File: config.mk
export PLATFORM = sky130hd
export DESIGN_NAME = int_seq
export DESIGN_NICKNAME = d
export VERILOG_FILES = /design/src/rtl/int_seq.sv
export SDC_FILE = /design/constraint.sdc
export NUM_CORES = 1
export LEC_CHECK = 0
export CAP_MARGIN = 20
export CORE_MARGIN = 2
export CORE_UTILIZATION = 42
export DETAILED_ROUTE_END_ITERATION = 7
export PLACE_DENSITY_LB_ADDON = 0.2
export SKIP_CTS_REPAIR_TIMING = 1
export SKIP_LAST_GASP = 1
export SLEW_MARGIN = 20
export SYNTH_ARGS = -nofsm -noshare
export SYNTH_HDL_FRONTEND = slang
export SYNTH_SLANG_ARGS = --single-unit
File: constraint.sdc
create_clock -name CLK -period 2.1 [get_ports CLK]
set_input_delay 0.42 -clock CLK [delete_from_list [all_inputs] [get_ports CLK]]
set_output_delay 0.42 -clock CLK [all_outputs]
set_load 0.03 [all_outputs]
File: src/rtl/int_seq.sv
// int_seq: fixed-priority interrupt sequencer; REQI->INT, INTA->VEC and IRET->RTI each take 1 cycle, plus one DONE cycle per retire.
// Requests are level and held until RTI; define INT_SEQ_NEST_EN to allow pre-emption of an in-service source.
module int_seq #(
    parameter int               N_SRC    = 4,
    parameter int               VEC_W    = 8,
    parameter logic [VEC_W-1:0] VEC_BASE = 'h20
) (
    input  logic             CLK,
    input  logic             RESET,
    input  logic [N_SRC-1:0] REQI,
    input  logic             CPU_IE,
    input  logic             INTA,
    input  logic             IRET,
    output logic             INT,
    output logic [VEC_W-1:0] VEC,
    output logic             VEC_VALID,
    output logic [N_SRC-1:0] RTI,
    output logic [N_SRC-1:0] ISR_ACTIVE
);

    localparam int WIN_W = (N_SRC > 1) ? $clog2(N_SRC) : 1;

    typedef enum logic [1:0] {IDLE, PEND, SERVICE, DONE} state_t;

    state_t             state;
    logic [WIN_W-1:0]   win;
    logic [WIN_W-1:0]   win_nxt;
    logic               from_svc;
    logic [N_SRC-1:0]   isr_low;
    logic [N_SRC-1:0]   elig;

    // One-hot of the lowest set in-service bit (the innermost, highest-priority handler).
    assign isr_low = ISR_ACTIVE & (~ISR_ACTIVE + N_SRC'(1));

`ifdef INT_SEQ_NEST_EN
    // Only sources above the innermost in-service one may pre-empt; all ones when nothing is in service.
    assign elig = REQI & (isr_low - N_SRC'(1));
`else
    assign elig = REQI & ~ISR_ACTIVE;
`endif

    always_comb begin
        win_nxt = '0;
        for (int i = N_SRC - 1; i >= 0; i--) begin
            if (elig[i]) win_nxt = WIN_W'(i);
        end
    end

    always_ff @(posedge CLK) begin
        if (RESET) begin
            state      <= IDLE;
            win        <= '0;
            from_svc   <= 1'b0;
            INT        <= 1'b0;
            VEC        <= '0;
            VEC_VALID  <= 1'b0;
            RTI        <= '0;
            ISR_ACTIVE <= '0;
        end else begin
            VEC_VALID <= 1'b0;
            RTI       <= '0;
            case (state)
                IDLE: begin
                    if (CPU_IE && |elig) begin
                        win      <= win_nxt;
                        from_svc <= 1'b0;
                        INT      <= 1'b1;
                        state    <= PEND;
                    end
                end
                PEND: begin
                    // Acknowledge takes precedence over a coincident withdrawal.
                    if (INTA) begin
                        VEC             <= VEC_BASE + VEC_W'(win);
                        VEC_VALID       <= 1'b1;
                        ISR_ACTIVE[win] <= 1'b1;
                        INT             <= 1'b0;
                        state           <= SERVICE;
                    end else if (!REQI[win]) begin
                        INT   <= 1'b0;
                        state <= from_svc ? SERVICE : IDLE;
                    end
                end
                SERVICE: begin
                    if (IRET) begin
                        RTI        <= isr_low;
                        ISR_ACTIVE <= ISR_ACTIVE & ~isr_low;
                        state      <= DONE;
                    end
`ifdef INT_SEQ_NEST_EN
                    else if (CPU_IE && |elig) begin
                        win      <= win_nxt;
                        from_svc <= 1'b1;
                        INT      <= 1'b1;
                        state    <= PEND;
                    end
`endif
                end
                DONE: begin
                    // Recovery cycle lets the retired source drop REQI before arbitration resumes.
                    state <= (|ISR_ACTIVE) ? SERVICE : IDLE;
                end
                default: state <= IDLE;
            endcase
        end
    end

endmodule
==> Yosys cells after proc, flatten, opt, wreduce, memory -nomap -nowiden <==
Cells that the tools add are included.
{ "word_totals": {"register_bits": 22, "input_bits": 9} }
{ "op_classes": {"add_sub_neg": 2, "n_bitwise": 9, "n_mux": 22, "eq_ne": 7, "n_reduce_logical": 14, "n_lt_le_gt_ge": 2} }
{ "op_table": {"columns": ["operator", "n"], "rows": [
  ["2-to-1 mux 2 bit", 9],
  ["bitwise AND 4 bit", 3],
  ["AND reduction 3 bit", 3],
  ["2-to-1 mux 4 bit", 2],
  ["NOT 4 bit", 2],
  ["case mux 2 bit (4 select lines)", 1],
  ["case mux 4 bit (2 select lines)", 1],
  ["OR reduction 4 bit", 2],
  ["adder 6 x 2 -> 7 bit (first input constant)", 1],
  ["2-to-1 mux 1 bit", 6],
  ["inequality test 2 bit (second input constant)", 3],
  ["adder 4 x 1 -> 4 bit (second input constant)", 1],
  ["equality test 2 bit (second input constant)", 2],
  ["OR 4 bit", 1],
  ["AND reduction 2 bit", 2],
  ["nonzero test 2 bit", 2],
  ["less-than comparator 2 x 3 -> 1 bit (second input constant)", 1],
  ["inequality test 3 bit (second input constant)", 1],
  ["NOT 1 bit", 3],
  ["OR reduction 3 bit", 1],
  ["binary-select mux 1 bit (select 2 bit)", 1],
  ["demux 1 bit (select 2 bit)", 1],
  ["equality test 2 x 1 -> 1 bit (second input constant)", 1],
  ["greater-or-equal comparator 2 x 1 -> 1 bit (second input constant)", 1],
  ["4 further kinds", 5]
]} }

==> Logic depth before layout (Yosys ltp) <==
{ "logic_depth": {"depth_word": 7, "mapped_depth": 5, "mapped_depth_nobuf": 4} }

==> Worst setup path after synthesis <==
Ideal clock, no wire load.
{ "synth_timing": {"path_type": "register -> register", "startpoint": "register ISR_ACTIVE[1]", "endpoint": "register state[0]", "slack_ps": 546, "path_buffers": 0, "path_stages_with_launch": 5, "t_arrival_ps": 1427, "required_time_ps": 1973, "path_cell_list": "dfxtp_1 nor2b_1 o41ai_4 nor4_1 or3_1"} }
{ "synth_between": {"elab_chain_cells": 6} }
{ "synth_rtl": {"columns": ["element", "line", "text"], "rows": [
  ["start: declaration", "18", "output logic [N_SRC-1:0] ISR_ACTIVE"],
  ["start signal: assignment", "87", "ISR_ACTIVE <= ISR_ACTIVE & ~isr_low;"],
  ["NOT 4 bit", "39", "assign elig = REQI & ~ISR_ACTIVE;"],
  ["bitwise AND 4 bit", "39", null],
  ["OR reduction 4 bit", "64", "if (CPU_IE && |elig) begin"],
  ["logical AND 1 bit", "64", null],
  ["inequality test 2 bit (no line)", null, null],
  ["AND reduction 3 bit (no line)", null, null],
  ["end signal: assignment", "81", "state <= from_svc ? SERVICE : IDLE;"],
  ["end signal: assignment", "101", "state <= (|ISR_ACTIVE) ? SERVICE : IDLE;"],
  ["end: declaration", "25", "state_t state;"]
]} }
Every way passes these cells.
A chain may end at the register's enable or synchronous reset.

==> Final worst setup path <==
{ "layout_timing": {"startpoint": "register ISR_ACTIVE[0]", "endpoint": "output port ISR_ACTIVE[0]"} }
No word-level cell between the ends.

==> summary.txt <==
Logic synthesis
  • Xor and xnor area share after synthesis: 0%
  • Share of the synthesized area in the top cell type: 43.1%
  • Top FF cell, synth: dfxtp_1
  • Cells after Synth: 88
  • Main combinational cell family by area after synthesis: simple AND/OR/NAND/NOR gates
  • Post-Syn Area: 790 µm²
  • Avg Cell Area, Syn: 8.97 µm²
  • Simple-gate area share of the yosys netlist: 27.6%
  • Seq/Total Area, Yosys: 43.1%
  • Mux share of post-synthesis cell area: 2.85%
  • Yosys warns: 0
  • Yosys reg bits: 17
  • Async set-reset flop share out of synthesis: 0%
  • Synth top area cells: dfxtp_1, buf_4, a21oi_1
  • Largest area contributor in the netlist: dfxtp_1
  • Adder-Cell Fraction of Synth Area: 0%
  • Distinct cells, synth: 29
  • Post-synth EDFFs: 0
  • Post-synthesis compound-gate area fraction: 16.5%

Worst setup path
  • Worst Setup Start Kind: flop
  • Critical path arrival: 1.53 ns
  • Crit-path max FO: 8
  • Levels on crit path: 1
  • CP bufs+invs: 1
  • Critical path's slowest cell: clkdlybuf4s50_1
  • Crit-path cells: clkdlybuf4s50_1
  • CP Capture Type: primary output
  • FF-to-FF path depth: 4
  • Crit path kind: reg -> out
  • CP delay by family, top: buffers and inverters
  • CP required: 1.68 ns
  • Crit path largest cell delay: 0.73 ns

GRT
  • Total GRT Usage: 16.4%
  • Largest net degree at the start of global routing: 12
  • Antenna violations before repair: 0
  • Gr ovfl total: 0
  • First-pass GRT wire length: 2530 µm
  • Vias in the first global route: 591

Power
  • Leak pwr: 0.387 nW
  • Combinational Power Share: 18.8%
  • Clock share of power: 26.6%
  • Worst VDD drop: 402 µV
  • Reg power frac: 54.5%
  • Net Sw Power: 194 µW
  • Sw Share: 29.6%
  • Cell internal pwr: 461 µW
  • PD cells: 646 nW/µm²

Finish
  • Fillers: 170
  • Area of the multi-input gates: 389 µm²
  • Most common cell after layout, fill and taps aside: clkdlybuf4s50_1
  • Area grow syn2layout: 28.4%
  • Ratio of cells with drive above 1 in the final layout: 8.26%
  • N_diodes: 0
  • Final nets: 119
  • Final Cell Area: 1010 µm²
  • Most frequent cells in the layout: clkdlybuf4s50_1, dfxtp_1, nor2_1
  • Register area: 340 µm²

Die
  • Die H: 47.4 µm
  • Initial core utilization: 45.2%
  • I/O pin count: 27
  • Site row count: 15
  • Die ar.: 2240 µm²
  • Horiz. Die Dim: 47.4 µm
  • Core Region: 1750 µm²

STA
  • Maximum clock rate: 0.514 GHz
  • Final Cycle Share: 92.7%
  • Final worst slack: 0.154 ns
  • Tmin final: 1.95 ns
  • Unrepaired setup endpoints after global routing: no
  • Final Setup Violations: 0
  • Number of max-slew violations in the final report: 0
  • Fin. Hold Viols: 0
  • Clock skew: 0.0119 ns
  • Total negative slack: 0 ns

Outcome
  • Status: complete, no violations

Placement
  • Cell Area, Placed: 986 µm²
  • I/O Buffers: 21
  • Gpl congestion: 0.822
  • Pre-CTS WS: 0.123 ns
  • DP HPWL: 1280 µm

Flow run
  • MaxCap Viol Count: 0

Detailed routing
  • Final wirelength: 1670 µm
  • Post-DR wirelength/cell: 12.5 µm
  • Final ANT Viol Nets: 0
  • Vias: 700
  • 1st-iter DRT viols: 27
  • Routed vias/inst: 5.22
  • Pre-Repair DR Iteration Count: 4
  • DRC Markers: 0

Clocking
  • CTS tree: done
  • Root buf cell: clkbuf_4
  • TritonCTS Buffers: 3
  • Max Root-Sink Buffers: 2
  • Clk sinks: 17
  • Worst-Skew Late Latency: 0.29 ns
  • Htree depth: 1
  • CTS clk-pin slew, worst paths: 0.11 ns

Hold path
  • Type of the most critical hold path: reg -> reg
  • Hold depth: 2
[cells in the mapped netlist, drive strengths merged (2+ instances only)]
cell,number
dfxtp,17
nor2,9
buf,8
a21oi,7
nand2,6
nor3,5
and3,4
nor2b,4
nand2b,3
nand3b,3
o21ai,3
a31oi,2
inv,2
nor4,2
o21a,2
o41ai,2
[state kept, by name (all words and copies together), names as in the netlist]
| signal | flops |
|---|---|
| win | 2 |
| VEC | 3 |
| INT | 1 |
| RTI | 4 |
| state | 2 |
| VEC_VALID | 1 |
| ISR_ACTIVE | 4 |
[logic make-up (layout without fill, tap and decap cells)]
kind of cell,Yosys count,in the layout
AO/OA/AOI/OAI,18,18
multiplexers,1,1
flip-flops,17,17
AND/OR/NAND/NOR,40,40
other,1,5
buffers and inverters,11,28
[power groups by stage]
| stage | Combinational, mW | Sequential (mW) | Clock [mW] |
|---|---|---|---|
| finish | 0.123 | 0.357 | 0.174 |
| global route | 0.136 | 0.359 | 0.187 |
| CTS | 0.123 | 0.357 | 0.177 |
| detailed placement | 0.123 | 0.364 | 0 |
| global placement | 0.123 | 0.364 | 0 |
| floorplan | 0.0838 | 0.369 | 0 |
[per-stage QoR]
stage                     power, mW  std cells  hold slack, ns  utilization, %
after floorplan               0.453         92           0.497               -
after global placement        0.486        130           0.447            56.5
after detailed placement      0.487        130           0.450            56.5
after CTS                     0.657        134           0.461            58.1
after global routing          0.682        134           0.501            58.1
final                         0.655        134           0.461            58.1
[area by class of cell]
type,count,share of cell area (%)
multi-input combinational,64,38.4
sequential,17,33.6
timing repair buffer,22,21.5
tap,25,3.09
clock buffer,3,2.22
inverter,2,0.741
clock inverter,1,0.494
[layer usage]
layer | vias up | part of all wire, % | GRT usage, %
met5 | - | 0 | 0
met4 | 0 | 0.72 | 6.67
met3 | 2 | 8.6 | 6.15
met2 | 29 | 46 | 25.1
met1 | 323 | 45 | 20.7
li1 | 346 | - | -
[worst paths after layout]
path | start | end | slack, ns
max | ISR_ACTIVE[0] | ISR_ACTIVE[0] | 0.15
min | VEC[1] | VEC[1] | 0.46
max reg2reg | win[1] | state[0] | 0.53
min reg2reg | VEC[1] | VEC[1] | 0.46
(Power assumes the default switching activity.)
